--- src/rtl/servo_pkg.sv ---
// Shared constants, ramp FSM state type and degree-to-pulse conversion for the servo command path.
// FRAME_TICKS is also consumed by the downstream PWM stage so both agree on the frame period.
package servo_pkg;

    localparam int unsigned FRAME_TICKS   = 200000;
    localparam logic [23:0] MIN_PULSE     = 24'd5000;
    localparam logic [23:0] TICKS_PER_DEG = 24'd111;
    localparam logic [23:0] CENTER_PULSE  = 24'd15000;
    localparam logic [23:0] STEP_TICKS    = 24'd200;
    localparam logic [7:0]  DEG_MAX       = 8'd180;

    typedef enum logic [1:0] {
        IDLE,
        CONV,
        RAMP,
        HOLD
    } ramp_state_t;

    function automatic logic [7:0] clamp_deg(input logic [7:0] deg);
        return (deg > DEG_MAX) ? DEG_MAX : deg;
    endfunction

    // Caller passes an already-clamped angle, so the result stays within 5000..24980.
    function automatic logic [23:0] deg_to_ticks(input logic [7:0] deg_c);
        return MIN_PULSE + ({16'd0, deg_c} * TICKS_PER_DEG);
    endfunction

endpackage

--- src/rtl/servo_frame_timer.sv ---
// Free-running servo frame counter; frame_tick_o is a registered 1-cycle pulse in the last cycle of each frame.
// No handshake: the counter runs every cycle out of reset.
module servo_frame_timer #(
    parameter int unsigned FRAME_TICKS = servo_pkg::FRAME_TICKS
) (
    input  logic clk_i,
    input  logic rst_ni,
    output logic frame_tick_o
);

    localparam int unsigned   CW   = (FRAME_TICKS > 1) ? $clog2(FRAME_TICKS) : 1;
    localparam logic [CW-1:0] LAST = CW'(FRAME_TICKS - 1);

    logic [CW-1:0] cnt_q;
    logic [CW-1:0] cnt_d;
    logic          tick_q;
    logic          tick_d;

    // Tick is derived from the next count so it is high exactly while cnt_q sits at LAST.
    always_comb begin
        cnt_d  = (cnt_q == LAST) ? '0 : cnt_q + CW'(1);
        tick_d = (cnt_d == LAST);
    end

    always_ff @(posedge clk_i or negedge rst_ni) begin
        if (!rst_ni) begin
            cnt_q  <= '0;
            tick_q <= 1'b0;
        end else begin
            cnt_q  <= cnt_d;
            tick_q <= tick_d;
        end
    end

    assign frame_tick_o = tick_q;

endmodule

--- src/rtl/servo_angle_ramp.sv ---
// Converts a degree command to calibrated pulse ticks and slews the PWM angle toward it by at most STEP_TICKS per frame.
// Accept -> target registered in 2 cycles; cmd_ready drops only for the single conversion cycle.
module servo_angle_ramp #(
    parameter int unsigned FRAME_TICKS = servo_pkg::FRAME_TICKS
) (
    input  logic        clk,
    input  logic        rst_n,
    input  logic        enable,
    input  logic        cmd_valid,
    output logic        cmd_ready,
    input  logic [7:0]  cmd_deg,
    output logic [23:0] angle,
    output logic        en,
    output logic        busy,
    output logic        frame_tick
);

    import servo_pkg::*;

    ramp_state_t        state_q;
    logic [23:0]        angle_q;
    logic [23:0]        angle_d;
    logic [23:0]        target_q;
    logic [7:0]         deg_q;
    logic               armed_q;
    logic               en_q;
    logic               busy_q;
    logic               ready_q;

    logic               tick;
    logic               accept;
    logic signed [24:0] diff;
    logic [24:0]        diff_mag;
    logic               step_fin;
    logic [23:0]        step_angle;

    servo_frame_timer #(
        .FRAME_TICKS (FRAME_TICKS)
    ) u_timer (
        .clk_i        (clk),
        .rst_ni       (rst_n),
        .frame_tick_o (tick)
    );

    assign accept = cmd_valid & ready_q;

    // Both operands fit in 24 bits, so a 25-bit signed difference cannot overflow.
    always_comb begin
        diff       = $signed({1'b0, target_q}) - $signed({1'b0, angle_q});
        diff_mag   = diff[24] ? $unsigned(-diff) : $unsigned(diff);
        step_fin   = (diff_mag <= {1'b0, STEP_TICKS});
        step_angle = diff[24] ? (angle_q - STEP_TICKS) : (angle_q + STEP_TICKS);
        angle_d    = step_fin ? target_q : step_angle;
    end

    always_ff @(posedge clk or negedge rst_n) begin
        if (!rst_n) begin
            state_q  <= IDLE;
            angle_q  <= CENTER_PULSE;
            target_q <= CENTER_PULSE;
            deg_q    <= '0;
            armed_q  <= 1'b0;
            en_q     <= 1'b0;
            busy_q   <= 1'b0;
            ready_q  <= 1'b1;
        end else begin
            if (accept) begin
                deg_q   <= clamp_deg(cmd_deg);
                armed_q <= 1'b1;
            end

            // en follows enable down immediately but only rises on a frame boundary.
            if (!enable) begin
                en_q <= 1'b0;
            end else if (tick && armed_q) begin
                en_q <= 1'b1;
            end

            case (state_q)
                IDLE, HOLD: begin
                    if (accept) begin
                        state_q <= CONV;
                        busy_q  <= 1'b1;
                        ready_q <= 1'b0;
                    end
                end
                CONV: begin
                    target_q <= deg_to_ticks(deg_q);
                    state_q  <= RAMP;
                    busy_q   <= 1'b1;
                    ready_q  <= 1'b1;
                end
                RAMP: begin
                    // A retarget on the tick cycle still takes this step toward the old target.
                    if (tick && enable) begin
                        angle_q <= angle_d;
                    end
                    if (accept) begin
                        state_q <= CONV;
                        busy_q  <= 1'b1;
                        ready_q <= 1'b0;
                    end else if (tick && enable && step_fin) begin
                        state_q <= HOLD;
                        busy_q  <= 1'b0;
                        ready_q <= 1'b1;
                    end
                end
                default: begin
                    state_q <= IDLE;
                    busy_q  <= 1'b0;
                    ready_q <= 1'b1;
                end
            endcase
        end
    end

    assign angle      = angle_q;
    assign en         = en_q;
    assign busy       = busy_q;
    assign cmd_ready  = ready_q;
    assign frame_tick = tick;

endmodule

--- config.mk ---
export PLATFORM = sky130hd
export DESIGN_NAME = servo_angle_ramp
export DESIGN_NICKNAME = d
export VERILOG_FILES = /design/src/rtl/servo_pkg.sv /design/src/rtl/servo_frame_timer.sv /design/src/rtl/servo_angle_ramp.sv
export SDC_FILE = /design/constraint.sdc
export NUM_CORES = 1
export LEC_CHECK = 0
export CELL_PAD_IN_SITES_DETAIL_PLACEMENT = 1
export CELL_PAD_IN_SITES_GLOBAL_PLACEMENT = 1
export CORE_UTILIZATION = 51
export CTS_BUF_LIST = sky130_fd_sc_hd__clkbuf_16
export CTS_CLUSTER_SIZE = 40
export DETAILED_ROUTE_END_ITERATION = 8
export GPL_TIMING_DRIVEN = 1
export PLACE_DENSITY_LB_ADDON = 0.1
export SYNTH_ARGS = -nofsm -noshare
export SYNTH_HDL_FRONTEND = slang
export SYNTH_SLANG_ARGS = --single-unit
--- constraint.sdc ---
create_clock -name clk -period 14 [get_ports clk]
set_input_delay 1.4 -clock clk [delete_from_list [all_inputs] [get_ports clk]]
set_output_delay 1.4 -clock clk [all_outputs]
set_load 0.02 [all_outputs]
==> run metrics <==
Tot GR Track Use 0.297; WP data arrival 6150 ps; Reg2Reg Setup Slack 8050 ps; CTS resizes 0; worst skew pair latency around 350 ps; Starting DRT DRC Count 320; RSZ-0062 raised after global routing false; skew final 9.32 ps; crit path max fanout 17; routed vias/inst 6.25; number of global-route vias before repair 7570; Die Wd 124 um; RR Endpoint angle[23]; Buffers & Inverters on Critical Path 3; min cycle time layout 5950 ps; CTS Hold Buffers Added 0; die span in y 124 um; Die ar. 15500 um2; share of cells above drive strength 1 0.0845; hold_ws 471 ps; Synth Flop Type dfrtp_1; largest net degree at the start of global routing 74; Critical Path Sink Type flop; Setup Buffers After CTS 0; Seq pwr share 0.463; final wirelength 22200 um; outcome complete, no violations; Core ar. 14600 um2; HPWL after DPL 16900 um; antenna violation net count after detailed routing 0; EDFF count, synth 0; drt drc 0; port bufs 39; Worst Path Required 14200 ps; I/O pin count 40; sequential share of the synthesized area 0.241; mapped cell area around 7600 um2; TritonCTS Buffers 9; CTS clk-pin slew, worst paths 70 ps; CP Launch Type flop; max_cap viols 0; initial antenna violation count 0; worst-case reg-to-reg path depth 22; Hold Path Depth 1; first-pass GRT wire length 37500 um; Syn Inst Count between 800 and 900; CP delay by family, top compound AO/OA/AOI/OAI gates; yosys warns 0; Logic pwr share 0.018; H-tree depth 3; Worst Setup Path Type flop to flop; total gr overflow 0; Max Buffers Root-to-Sink 2; final hold violation count 0; FP Rows 44; final setup fails 0; critical path cell sequence inv_1 > ha_1 > a21oi_1 > nand2_1 > or3_1 > o211ai_1 > a21boi_1 > buf_4 > clkinv_1 > ha_1 > nor2b_1 > o21ai_0 > a21boi_0 > o21ai_0 > a211o_1 > o211a_1 > a21oi_1 > a41o_1 > o41ai_1 > o21ai_0 > o21ai_0 > o31ai_2; CTS tree built; Syn-to-layout area delta 10.5%; Pint 0.352 mW; clock sinks between 70 and 80; per-cell routed wire length 20.3 um; switching share of power 0.228; TNS Setup 0 ps; fin nets 1025; Worst slew margin 0.339; Worst Hold End armed_q; async set-reset flop share out of synthesis 1.00; first drt pass iteration count 5; Slew @ Worst Pin 988 ps; total stage count of the critical path 22; fillers roughly 1700; P per Cell Area 54.0 nW/um2; Crit path top cell by count o21ai_0; routed vias roughly 6800; number of synthesized register bits 73; Unique masters post-synth 83; Mapped Avg Cell Area 8.65 um2; Reg-to-Reg Start angle[7]; Slew Limit Fails 0; clock power share 0.519; Slowest-stage cell, CP dfstp_2; diode count 0; f_max 168 MHz; Hold Path Origin armed_q; final RePlAce weighted congestion slightly below 0.9; Initial Utilization 0.524; Leakage between 3 and 4 nW; clk root buf clkbuf_16; fin crit share 0.425; VDD IR max 55.9 uV; switching power of the nets 0.104 mW; Syn Nets 1003; final core occ 0.579; Largest stage delay, worst path 570 ps; Hold Crit Class flop to flop
-- power groups by stage --
stage | Combinational, mW | Sequential [mW] | Clock [mW]
2_1_floorplan | 0.000634 | 0.215 | 0
3_3_place_gp | 0.00837 | 0.215 | 0
3_5_place_dp | 0.00869 | 0.215 | 0
4_1_cts | 0.00868 | 0.211 | 0.238
5_1_grt | 0.00957 | 0.211 | 0.246
6_report | 0.00836 | 0.211 | 0.236
-- per-layer routing --
layer / part of all wire / up-vias / GRT usage
met5: 0 / - / 0
met4: 0.024 / 0 / 0.109
met3: 0.025 / 42 / 0.0309
met2: 0.53 / 128 / 0.552
met1: 0.42 / 3465 / 0.349
li1: - / 3208 / -
-- cell type report --
cell class | count | area (um2) | share of cell area
Timing Repair Buffer | 43 | 418 | 0.0495
Inverter | 79 | 297 | 0.0351
Clock inverter | 7 | 71.3 | 0.00844
Sequential cell | 73 | 1850 | 0.218
Tap cell | 184 | 230 | 0.0273
Clock buffer | 9 | 225 | 0.0267
Multi-Input combinational cell | 700 | 5360 | 0.635
-- worst max-delay path by stage --
stage,start,end,slack (ps)
floorplan,angle[3],angle[23],8540
global placement,angle[7],angle[23],8460
detailed placement,angle[7],angle[23],8290
CTS,angle[3],angle[23],8100
global route,angle[7],angle[23],7560
finish,angle[7],angle[23],8050
-- state kept, by name, indices dropped and copies added, names as in the netlist --
| name | flops |
|---|---|
| angle | 24 |
| armed_q | 1 |
| busy | 1 |
| cmd_ready | 1 |
| deg_q | 8 |
| en | 1 |
| state_q | 2 |
| target_q | 16 |
| u_timer.cnt_q | 18 |
| u_timer.frame_tick_o | 1 |
-- synth_stat cells, types with 12 or more instances --
cell / count / area share
ha_1: 82 / 0.13
inv_1: 78 / 0.038
nor2_1: 71 / 0.035
nand2_1: 64 / 0.031
dfrtp_1: 58 / 0.19
a21oi_1: 55 / 0.036
o21ai_0: 41 / 0.027
xnor2_1: 36 / 0.041
xor2_1: 29 / 0.033
nand3_1: 28 / 0.018
fa_1: 25 / 0.065
clkbuf_1: 22 / 0.011
nor3_1: 22 / 0.014
nand4_1: 21 / 0.017
a21o_1: 17 / 0.017
a31oi_1: 15 / 0.012
dfstp_2: 15 / 0.052
mux2_2: 12 / 0.018
-- through the flow --
step | instance area (um2) | cells | total power, mW | setup WS (ps)
floorplan | 7650 | 884 | 0.216 | 8540
global placement | 8150 | 1079 | 0.223 | 8460
detailed placement | 8150 | 1079 | 0.224 | 8290
CTS | 8450 | 1095 | 0.458 | 8100
global route | 8450 | 1095 | 0.467 | 7560
finish | 8450 | 1095 | 0.456 | 8050
-- worst reg2reg max path, stage by stage, from the launching register on --
cell and delay, ps:
dfstp_2 570, inv_1 50, ha_1 410, a21oi_1 430
nand2_1 80, or3_1 350, o211ai_1 410, a21boi_1 130
buf_4 230, clkinv_1 160, ha_1 300, nor2b_1 180
o21ai_0 270, a21boi_0 200, o21ai_0 250, a211o_1 230
o211a_1 210, a21oi_1 90, a41o_1 260, o41ai_1 400
o21ai_0 230, o21ai_0 260, o31ai_2 110
-- cells by family (layout without fill, tap and decap cells) --
| kind of cell | Yosys count | in the layout | share of synthesized area |
|---|---|---|---|
| XOR/XNOR | 66 | 66 | 0.0766 |
| adder cells (fa/ha/maj) | 107 | 107 | 0.200 |
| AO/OA/AOI/OAI | 219 | 219 | 0.199 |
| AND/OR/NAND/NOR | 284 | 284 | 0.192 |
| flip-flops | 73 | 73 | 0.241 |
| multiplexers | 24 | 24 | 0.0337 |
| buffers and inverters | 111 | 138 | 0.0577 |
-- layout by cell type (no fill, tap or decap), types with 10 or more instances in the layout --
cell type	instances
ha_1	82
inv_1	79
a21oi_1	55
a21o_1	17
nand3_1	28
mux2_2	12
xnor2_1	36
mux2i_1	10
a31oi_1	15
xor2_1	29
nand2_1	64
nor3_1	22
nand4_1	21
clkdlybuf4s50_1	38
dfrtp_1	58
nor2_1	71
fa_1	25
and3_1	11
o21bai_1	11
dfstp_2	15
o21ai_0	41
Note: power is estimated with default switching activity, not from simulation.
